**src/rtl/uc_pkg.sv**
```systemverilog
// Shared definitions for the uc_mc multicycle control unit: opcodes, state encoding,
// ALU operation classes and writeback select codes.
package uc_pkg;

  localparam logic [6:0] OP_R      = 7'b0110011;
  localparam logic [6:0] OP_I      = 7'b0010011;
  localparam logic [6:0] OP_LOAD   = 7'b0000011;
  localparam logic [6:0] OP_STORE  = 7'b0100011;
  localparam logic [6:0] OP_BRANCH = 7'b1100011;
  localparam logic [6:0] OP_JAL    = 7'b1101111;
  localparam logic [6:0] OP_JALR   = 7'b1100111;
  localparam logic [6:0] OP_LUI    = 7'b0110111;
  localparam logic [6:0] OP_NOP    = 7'b0000000;

  typedef enum logic [2:0] {
    ST_FETCH  = 3'd0,
    ST_DECODE = 3'd1,
    ST_EXEC   = 3'd2,
    ST_MEM    = 3'd3,
    ST_WB     = 3'd4,
    ST_TRAP   = 3'd5
  } state_t;

  typedef enum logic [3:0] {
    CLS_R, CLS_I, CLS_LOAD, CLS_STORE, CLS_BRANCH,
    CLS_JAL, CLS_JALR, CLS_LUI, CLS_NOP, CLS_ILLEGAL
  } op_class_t;

  localparam logic [3:0] ALUOP_ADD    = 4'b0000;
  localparam logic [3:0] ALUOP_BRANCH = 4'b0001;
  localparam logic [3:0] ALUOP_LUI    = 4'b0010;
  localparam logic [3:0] ALUOP_R      = 4'b0110;
  localparam logic [3:0] ALUOP_I      = 4'b0111;

  localparam logic [1:0] M2R_ALU = 2'b00;
  localparam logic [1:0] M2R_MEM = 2'b01;
  localparam logic [1:0] M2R_PC4 = 2'b10;

endpackage

```
**src/rtl/uc_mc_decode.sv**
```systemverilog
// Combinational decode of the latched opcode into its class and the
// state-independent datapath controls (aluop, luisrc, alusrc, memtoreg).
module uc_mc_decode
  import uc_pkg::*;
#(
  parameter int ALUOP_W = 4
) (
  input  logic [6:0]         op_q,
  output logic [ALUOP_W-1:0] aluop,
  output logic               luisrc,
  output logic               alusrc,
  output logic [1:0]         memtoreg,
  output logic [3:0]         op_class
);

  op_class_t  cls;
  logic [3:0] aluop_code;

  // Nop shares the I-ALU encoding so it behaves as addi x0,x0,0.
  always_comb begin
    cls        = CLS_ILLEGAL;
    aluop_code = ALUOP_ADD;
    luisrc     = 1'b0;
    alusrc     = 1'b0;
    memtoreg   = M2R_ALU;
    case (op_q)
      OP_R:      begin cls = CLS_R;      aluop_code = ALUOP_R; end
      OP_I:      begin cls = CLS_I;      aluop_code = ALUOP_I; alusrc = 1'b1; end
      OP_NOP:    begin cls = CLS_NOP;    aluop_code = ALUOP_I; alusrc = 1'b1; end
      OP_LOAD:   begin cls = CLS_LOAD;   alusrc = 1'b1; memtoreg = M2R_MEM; end
      OP_STORE:  begin cls = CLS_STORE;  alusrc = 1'b1; end
      OP_BRANCH: begin cls = CLS_BRANCH; aluop_code = ALUOP_BRANCH; end
      OP_JAL:    begin cls = CLS_JAL;    memtoreg = M2R_PC4; end
      OP_JALR:   begin cls = CLS_JALR;   alusrc = 1'b1; memtoreg = M2R_PC4; end
      OP_LUI:    begin cls = CLS_LUI;    aluop_code = ALUOP_LUI; luisrc = 1'b1; end
      default:   cls = CLS_ILLEGAL;
    endcase
  end

  assign aluop    = ALUOP_W'(aluop_code);
  assign op_class = cls;

endmodule

```
**src/rtl/uc_mc.sv**
```systemverilog
// Multicycle control unit FSM (FETCH/DECODE/EXEC/MEM/WB/TRAP) with memory wait timeout.
// Optional performance counters are enabled by defining UC_MC_PERF_EN.
module uc_mc
  import uc_pkg::*;
#(
  parameter int ALUOP_W = 4,
  parameter int TIMEOUT = 15
) (
  input  logic               clk,
  input  logic               rst,
  input  logic [6:0]         opcode,
  input  logic               mem_ready,
  output logic               mem_req,
  output logic               irwrite,
  output logic               pcwrite,
  output logic               regwrite,
  output logic               luisrc,
  output logic               alusrc,
  output logic               memwrite,
  output logic               memread,
  output logic               jumppc,
  output logic               jumpcontrol,
  output logic               bne,
  output logic [ALUOP_W-1:0] aluop,
  output logic [1:0]         memtoreg,
  output logic [2:0]         state,
  output logic               err
`ifdef UC_MC_PERF_EN
  ,
  output logic [31:0]        cycle_cnt,
  output logic [31:0]        instr_cnt
`endif
);

  localparam int WAIT_W = $clog2(TIMEOUT + 1);

  state_t             state_q, state_d;
  logic [6:0]         op_q;
  logic [WAIT_W-1:0]  wait_cnt;
  logic               timeout_hit;
  logic [ALUOP_W-1:0] dec_aluop;
  logic               dec_luisrc, dec_alusrc;
  logic [1:0]         dec_memtoreg;
  logic [3:0]         dec_class_bits;
  op_class_t          op_class;

  uc_mc_decode #(.ALUOP_W(ALUOP_W)) u_decode (
    .op_q     (op_q),
    .aluop    (dec_aluop),
    .luisrc   (dec_luisrc),
    .alusrc   (dec_alusrc),
    .memtoreg (dec_memtoreg),
    .op_class (dec_class_bits)
  );

  assign op_class = op_class_t'(dec_class_bits);
  assign state    = state_q;

  // The access traps on the cycle that would bring the wait count up to TIMEOUT.
  assign timeout_hit = !mem_ready && (wait_cnt == WAIT_W'(TIMEOUT - 1));

  always_ff @(posedge clk or posedge rst) begin
    if (rst) state_q <= ST_FETCH;
    else     state_q <= state_d;
  end

  always_ff @(posedge clk or posedge rst) begin
    if (rst)                                         op_q <= 7'b0000000;
    else if (state_q == ST_FETCH && mem_ready)       op_q <= opcode;
  end

  // Held at zero outside FETCH/MEM so every entry into those states starts a fresh count.
  always_ff @(posedge clk or posedge rst) begin
    if (rst)                                                     wait_cnt <= '0;
    else if ((state_q == ST_FETCH || state_q == ST_MEM) && !mem_ready) wait_cnt <= wait_cnt + 1'b1;
    else                                                         wait_cnt <= '0;
  end

  always_comb begin
    state_d = state_q;
    case (state_q)
      ST_FETCH: begin
        if (mem_ready)        state_d = ST_DECODE;
        else if (timeout_hit) state_d = ST_TRAP;
      end
      ST_DECODE: state_d = (op_class == CLS_ILLEGAL) ? ST_TRAP : ST_EXEC;
      ST_EXEC: begin
        case (op_class)
          CLS_LOAD, CLS_STORE: state_d = ST_MEM;
          CLS_BRANCH:          state_d = ST_FETCH;
          default:             state_d = ST_WB;
        endcase
      end
      ST_MEM: begin
        if (mem_ready)        state_d = (op_class == CLS_LOAD) ? ST_WB : ST_FETCH;
        else if (timeout_hit) state_d = ST_TRAP;
      end
      ST_WB:   state_d = ST_FETCH;
      ST_TRAP: state_d = ST_TRAP;
      default: state_d = ST_FETCH;
    endcase
  end

  always_comb begin
    mem_req     = 1'b0;
    irwrite     = 1'b0;
    pcwrite     = 1'b0;
    regwrite    = 1'b0;
    luisrc      = 1'b0;
    alusrc      = 1'b0;
    memwrite    = 1'b0;
    memread     = 1'b0;
    jumppc      = 1'b0;
    jumpcontrol = 1'b0;
    bne         = 1'b0;
    aluop       = '0;
    memtoreg    = M2R_ALU;
    err         = 1'b0;
    // Decoded ALU controls are only driven once the instruction is past DECODE.
    if (state_q == ST_EXEC || state_q == ST_MEM || state_q == ST_WB) begin
      aluop  = dec_aluop;
      luisrc = dec_luisrc;
      alusrc = dec_alusrc;
    end
    case (state_q)
      ST_FETCH: begin
        mem_req = 1'b1;
        memread = 1'b1;
        irwrite = mem_ready;
        pcwrite = mem_ready;
      end
      ST_EXEC: begin
        if (op_class == CLS_BRANCH) begin
          bne         = 1'b1;
          jumpcontrol = 1'b1;
        end
        if (op_class == CLS_JAL || op_class == CLS_JALR) jumppc = 1'b1;
      end
      ST_MEM: begin
        mem_req  = 1'b1;
        memread  = (op_class == CLS_LOAD);
        memwrite = (op_class == CLS_STORE);
      end
      ST_WB: begin
        regwrite = 1'b1;
        memtoreg = dec_memtoreg;
      end
      ST_TRAP: err = 1'b1;
      default: ;
    endcase
  end

`ifdef UC_MC_PERF_EN
  always_ff @(posedge clk or posedge rst) begin
    if (rst) begin
      cycle_cnt <= 32'd0;
      instr_cnt <= 32'd0;
    end else begin
      cycle_cnt <= cycle_cnt + 32'd1;
      if (state_d == ST_FETCH &&
          (state_q == ST_WB || state_q == ST_EXEC || state_q == ST_MEM))
        instr_cnt <= instr_cnt + 32'd1;
    end
  end
`endif

endmodule

```
**config.mk**
```make
export PLATFORM = sky130hd
export DESIGN_NAME = uc_mc
export DESIGN_NICKNAME = d
export VERILOG_FILES = /design/src/rtl/uc_pkg.sv /design/src/rtl/uc_mc_decode.sv /design/src/rtl/uc_mc.sv
export SDC_FILE = /design/constraint.sdc
export NUM_CORES = 1
export LEC_CHECK = 0
export CORE_ASPECT_RATIO = 0.6
export CORE_UTILIZATION = 45
export DETAILED_ROUTE_END_ITERATION = 10
export GPL_TIMING_DRIVEN = 0
export HOLD_SLACK_MARGIN = 0.03
export PLACE_DENSITY = 0.85
export SLEW_MARGIN = 30
export SYNTH_ARGS = -nofsm -noshare
export SYNTH_HDL_FRONTEND = slang
export SYNTH_SLANG_ARGS = --single-unit
```
**constraint.sdc**
```tcl
create_clock -name clk -period 2.3 [get_ports clk]
set_clock_uncertainty 0.05 [all_clocks]
set_input_delay 0.345 -clock clk [delete_from_list [all_inputs] [get_ports clk]]
set_output_delay 0.345 -clock clk [all_outputs]
set_load 0.005 [all_outputs]
```
==> results of run 1 <==
==> cell families after synthesis <==
kind of cell	share of synthesized area
other cells	0.00385
buf+inv	0.0706
simple gates	0.307
compound gates	0.146
xor+xnor	0.0180
mux	0.0693
fa+ha+maj	0.0257
flops	0.359
==> worst max-delay path: cells and delay by family, from the launching register on <==
family | cells | cell delay, ns
AOI/OAI and AO/OA | 1 | 0.17
buffers and inverters | 3 | 0.41
and+or+nand+nor | 2 | 0.74
DFF | 1 | 0.45
==> stage by stage <==
stage,cell area (um^2),TNS (ns),total power [uW],std cells
2_1_floorplan,975,0,300,116
6_report,1610,-0.366,575,196
3_5_place_dp,1300,-1.32,328,173
5_1_grt,1610,-0.503,587,196
3_3_place_gp,1300,-0.942,325,173
4_1_cts,1510,-0.118,543,188
==> routing by layer <==
metal	share of wire	GRT usage
met5	0	0
met4	0.058	0.183
met3	0.15	0.105
met2	0.43	0.511
met1	0.36	0.424
==> power breakdown <==
group / switching, uW / internal, uW
clock: 101 / 96.7
sequential: 10.5 / 254
combinational: 54.3 / 59.0
==> repair_timing <==
item                                    4_1_cts  5_1_grt
pin swaps                                    11        7
setup buffers                                13        9
endpoints found under the setup margin       14        8
hold buffers                                  0        0
gates resized for setup                      59       15
==> state kept, by name, indices dropped and copies added (netlist names) <==
signal    count
op_q          7
wait_cnt      4
state         3
==> final cells by class <==
type / count / area [um^2]
Tap cell: 28 / 35.0
Clock buffer: 4 / 36.3
Timing Repair Buffer: 51 / 434
Multi-Input combinational cell: 87 / 676
Buffer: 5 / 37.5
Fill cell: 108 / 328
Sequential cell: 14 / 360
Inverter: 7 / 30.0
==> layout by cell type (no fill, tap or decap), types with 4 or more instances in the layout <==
cell type,count
sky130_fd_sc_hd__a21oi_1,5
sky130_fd_sc_hd__buf_2,4
sky130_fd_sc_hd__buf_4,23
sky130_fd_sc_hd__clkbuf_4,5
sky130_fd_sc_hd__clkdlybuf4s50_1,16
sky130_fd_sc_hd__dfrtp_1,6
sky130_fd_sc_hd__dfrtp_2,8
sky130_fd_sc_hd__dlygate4sd2_1,6
sky130_fd_sc_hd__inv_1,5
sky130_fd_sc_hd__mux2_2,6
sky130_fd_sc_hd__nand2_1,7
sky130_fd_sc_hd__nand2b_1,4
sky130_fd_sc_hd__nor2_1,10
sky130_fd_sc_hd__nor2_4,4
==> worst paths after layout <==
kind,start,end,slack [ns],cells past startpoint
worst max-delay path,op_q[5]$_DFFE_PP0P_,aluop[0],-0.18,6
worst min-delay path,rst,op_q[5]$_DFFE_PP0P_,0.34,2
worst max register to register,op_q[5]$_DFFE_PP0P_,state[2]$_DFF_PP0_,0.27,7
worst min register to register,wait_cnt[0]$_DFF_PP0_,wait_cnt[0]$_DFF_PP0_,0.50,1
max in group asynchronous,rst,op_q[6]$_DFFE_PP0P_,1.45,2
min in group clk,mem_ready,state[0]$_DFF_PP0_,0.49,4
==> impl_metrics.env, run 1 <==
export IMPL_status="complete, but fails checks"
export IMPL_failing_checks="negative setup slack"
export IMPL_via_count_of_the_first_global_routing_pass=1123
export IMPL_pd_cells_nw_per_um2=357
export IMPL_num_rows=12
export IMPL_remaining_drc_errors=0
export IMPL_place_detailed_hpwl_um=1970
export IMPL_design_final_nets=181
export IMPL_crit_arrival_ns=2.09
export IMPL_ctsLongestPathBuffers=2
export IMPL_rsz0062_at_grt="yes"
export IMPL_grt_first_pass_wirelength_um=5380
export IMPL_syn_num_nets=128
export IMPL_yosysWarnings=0
export IMPL_numPortBuffers=29
export IMPL_period_minus_slack_ns=2.48
export IMPL_final_period_utilization=1.08
export IMPL_timing_final_max_slew_violations=0
export IMPL_worstPathMaxFanout=4
export IMPL_coreArea_um2=1940
export IMPL_globalplace_congestion=0.875
export IMPL_worst_skew_pair_late_latency_ns=0.30
export IMPL_fin_hold_ws_ns=0.335
export IMPL_synth_flop_cell="sky130_fd_sc_hd__dfrtp_1"
export IMPL_drt_pass1_iterations=5
export IMPL_synth_seq_area_share=0.359
export IMPL_n_antenna_cell=0
export IMPL_synth_async_sr_flop_share=1.00
export IMPL_critical_path_class="reg2out"
export IMPL_path_clk_slew_ns=0.10
export IMPL_crit_required_ns=1.90
export IMPL_maxSlewHeadroom=0.612
export IMPL_cp_start_kind="flip-flop"
export IMPL_synthesis_instances=116
export IMPL_critical_path_slowest_cell="sky130_fd_sc_hd__or4_4"
export IMPL_crit_chain="buf_6 -> or4_4 -> buf_4 -> o22ai_2 -> and3b_1 -> buf_2"
export IMPL_vdd_ir_drop_worst_mv=0.326
export IMPL_report_final_setup_viol=4
export IMPL_clock_root_buffer="sky130_fd_sc_hd__clkbuf_4"
export IMPL_initial_core_util=0.503
export IMPL_postRouteAntennaNets=0
export IMPL_cts_tree="yes"
export IMPL_grt_antenna_before_repair=0
export IMPL_timing_final_ws_setup_ns=-0.183
export IMPL_grt_util_all_layers=0.336
export IMPL_post_place_ws_ns=-0.370
export IMPL_worstHoldPathType="in2async"
export IMPL_fin_util=0.831
export IMPL_synth_largest_area_cell="sky130_fd_sc_hd__dfrtp_1"
export IMPL_route_vias_total=1265
export IMPL_type_of_destination_of_the_critical_path="primary output"
export IMPL_wl_um=4030
export IMPL_syn_cell_area_um2=975
export IMPL_initialDrtViolationCount=183
export IMPL_max_slew_worst_pin_slew_ns=0.581
export IMPL_maxCapViolCount=0
export IMPL_yosysUniqueCellTypes=41
export IMPL_fp_dieArea_um2=2360
export IMPL_synthToLayoutAreaGrowth_pct=65.1
export IMPL_die_height_um=38.1
export IMPL_report_final_hold_viol_count=0
export IMPL_clock_sinks=14
export IMPL_synth_area_per_cell_um2=8.40
export IMPL_synth_enable_flop_cells=0
export IMPL_share_of_final_layout_standard_cells_stronger_than_drive_strength_1=0.464
export IMPL_htreeDepth=1
export IMPL_via_per_inst=6.45
export IMPL_leakage_uw=0.000687
export IMPL_pin_count=31
export IMPL_grt_start_max_net_pins=15
export IMPL_post_synth_main_area_contributors="sky130_fd_sc_hd__dfrtp_1, sky130_fd_sc_hd__mux2_2, sky130_fd_sc_hd__nor2_1, sky130_fd_sc_hd__a21oi_1, sky130_fd_sc_hd__nand2_1"
export IMPL_share_of_the_synthesized_area_in_the_top_cell_type=0.359
export IMPL_fmax_mhz=403
export IMPL_drt_wirelength_per_cell_um=20.6
export IMPL_die_width_um=62.1
export IMPL_gr_total_overflow=0
export IMPL_ys_top_cells_by_count="sky130_fd_sc_hd__dfrtp_1, sky130_fd_sc_hd__nor2_1, sky130_fd_sc_hd__nand2_1"
export IMPL_critPathMaxStageDelay_ns=0.54
export IMPL_cts_inserted_buffers=3
export IMPL_yosys_register_bits=14
Note: power is estimated with default switching activity, not from simulation.
==> inputs of run 2 (changes only) <==
--- a/config.mk
+++ b/config.mk
@@ -6,6 +6,7 @@
 export NUM_CORES = 1
 export LEC_CHECK = 0
 export CORE_ASPECT_RATIO = 0.6
+export CORE_MARGIN = 3
 export CORE_UTILIZATION = 45
 export DETAILED_ROUTE_END_ITERATION = 10
 export GPL_TIMING_DRIVEN = 0
==> run 2 against run 1 <==
Against the previous run:
- count of clock-buffer cells in the layout is the same
- clock power shrank 7%
- via count shrank 7.6%
- sequential share of layout area grew 0.46 points
- first-iteration DRC count shrank 46%
- maximum frequency grew 6.3%
- final cell count shrank 2.0%
- combinational power shrank 5%
- the run still ends with negative setup slack left
==> impl_metrics.env, run 2 (synthesized netlist as in run 1, its figures left out) <==
export IMPL_failing_checks="negative setup slack"
export IMPL_stdcell_count=192
export IMPL_largest_reg_flops=7
export IMPL_fillerInstances=116
export IMPL_route_vias_total=1169
export IMPL_pin_count=31
export IMPL_cp_start_kind="flip-flop"
export IMPL_maxSlewHeadroom=0.636
export IMPL_report_final_setup_viol=2
export IMPL_num_rows=12
export IMPL_worstPathMaxFanout=4
export IMPL_grt_start_max_net_pins=15
export IMPL_max_slew_worst_pin_slew_ns=0.546
export IMPL_critical_path_slowest_cell="sky130_fd_sc_hd__dfrtp_2"
export IMPL_clock_root_buffer="sky130_fd_sc_hd__clkbuf_4"
export IMPL_share_of_final_layout_standard_cells_stronger_than_drive_strength_1=0.415
export IMPL_die_height_um=42.1
export IMPL_routed_wl_met2_um=1690
export IMPL_via_count_of_the_first_global_routing_pass=1081
export IMPL_critical_path_class="reg2out"
export IMPL_initialDrtViolationCount=98
export IMPL_coreArea_um2=1950
export IMPL_timing_final_ws_setup_ns=-0.0356
export IMPL_grt_util_all_layers=0.268
export IMPL_worstReg2RegStart="op_q[5]$_DFFE_PP0P_"
export IMPL_crit_required_ns=1.90
export IMPL_hold_buffers=0
export IMPL_place_detailed_hpwl_um=2010
export IMPL_timing_final_max_slew_violations=0
export IMPL_n_antenna_cell=0
export IMPL_highest_signal_layer="met4"
export IMPL_ctsLongestPathBuffers=2
export IMPL_report_final_hold_viol_count=0
export IMPL_wl_um=3540
export IMPL_crit_arrival_ns=1.94
export IMPL_layout_area_seq_um2=359
export IMPL_path_clk_slew_ns=0.09
export IMPL_grt_antenna_before_repair=0
export IMPL_remaining_drc_errors=0
export IMPL_critPathLaunch="op_q[6]$_DFFE_PP0P_"
export IMPL_die_width_um=66.1
export IMPL_area_taken_by_multi_input_logic_gates_um2=648
export IMPL_mostFrequentLayoutCells="sky130_fd_sc_hd__buf_4, sky130_fd_sc_hd__clkdlybuf4s50_1, sky130_fd_sc_hd__nor2_1"
export IMPL_worstHoldPathType="in2async"
export IMPL_fmax_mhz=428
export IMPL_layout_commonest_cell="sky130_fd_sc_hd__buf_4"
export IMPL_detailroute_wirelength_met3_um=333
export IMPL_dp_cells=173
export IMPL_grt_first_pass_wirelength_um=5570
export IMPL_fin_util=0.805
export IMPL_design_final_nets=177
export IMPL_leakage_uw=0.000717
export IMPL_clock_sinks=14
export IMPL_synthToLayoutAreaGrowth_pct=61.2
export IMPL_cts_tree="yes"
export IMPL_htreeDepth=1
export IMPL_final_period_utilization=1.02
export IMPL_critPathMaxStageDelay_ns=0.42
export IMPL_period_minus_slack_ns=2.34
export IMPL_cts_inserted_buffers=3
export IMPL_via_per_inst=6.09
export IMPL_postRouteAntennaNets=0
export IMPL_drt_pass1_iterations=4
export IMPL_numPortBuffers=29
export IMPL_rsz0062_at_grt="yes"
export IMPL_crit_chain="or3_4 -> or3_4 -> nor2_4 -> nand3_2 -> a21oi_2 -> buf_2"
export IMPL_type_of_destination_of_the_critical_path="primary output"
export IMPL_worst_skew_pair_late_latency_ns=0.29
export IMPL_vdd_ir_drop_worst_mv=0.397
export IMPL_fp_dieArea_um2=2780
export IMPL_m1_wire_length_um=1440
export IMPL_timing_critical_path_mode_cell="sky130_fd_sc_hd__or3_4"
export IMPL_globalplace_congestion=0.971
export IMPL_maxCapViolCount=0
export IMPL_gr_total_overflow=0
export IMPL_status="complete, but fails checks"
export IMPL_registers_top_by_ff_count="op_q"
export IMPL_drt_wirelength_per_cell_um=18.4
export IMPL_initial_core_util=0.499
export IMPL_pd_cells_nw_per_um2=351
==> run 2: worst paths after layout <==
kind / endpoint / slack [ns] / depth (start not counted)
setup reg to reg: state[2]$_DFF_PP0_ / 0.43 / 7
max in group asynchronous: op_q[2]$_DFFE_PP0P_ / 1.47 / 2
min in group clk: state[0]$_DFF_PP0_ / 0.45 / 3
hold / removal: op_q[5]$_DFFE_PP0P_ / 0.34 / 2
hold reg to reg: wait_cnt[3]$_DFF_PP0_ / 0.51 / 2
setup / recovery: memread / -0.04 / 6
==> run 2: where the power goes <==
| group | internal, uW | leakage, uW | switching [uW] |
|---|---|---|---|
| logic | 54.5 | 0.000529 | 52.7 |
| clock network | 96.5 | 0.0000210 | 87.5 |
| registers | 253 | 0.000167 | 7.56 |
| total | 404 | 0.000717 | 148 |
==> run 2: worst max-delay path: cells and delay by family (launching register included) <==
family                 cells  cell delay [ns]
buffers and inverters      1             0.11
AND/OR/NAND/NOR            4             1.01
AO/OA/AOI/OAI              1             0.11
flip-flops                 1             0.42
==> run 2: timing repair <==
action,in CTS,in global routing
resized for setup,45,18
hold endpoints to repair,0,0
pin swaps,9,5
cloned,0,0
setup buffers,14,4
setup endpoints to repair,14,10
==> run 2: routing by layer <==
metal  global-route usage  up-vias
li1                     -      508
met1                0.348      569
met2                0.412       76
met3               0.0751       16
met4                0.121        0
met5                    0        -
==> run 2: layout make-up <==
type	instances	share of cell area
inverter	7	0.0191
tap	28	0.0223
multi-input combinational	87	0.412
timing repair buffer	47	0.265
buffer	5	0.0295
clock buffer	4	0.0231
sequential	14	0.229
==> run 2: metrics by stage <==
step / hold WS [ns] / setup WS (ns) / cell area, um^2 / power (uW) / TNS (ns)
3_3_place_gp: 0.424 / -0.342 / 1300 / 325 / -0.953
6_report: 0.338 / -0.0356 / 1570 / 552 / -0.0488
3_5_place_dp: 0.432 / -0.346 / 1300 / 328 / -1.14
4_1_cts: 0.348 / -0.00391 / 1510 / 537 / -0.00391
2_1_floorplan: 0.184 / 0.336 / 975 / 300 / 0
5_1_grt: 0.388 / -0.115 / 1570 / 576 / -0.251
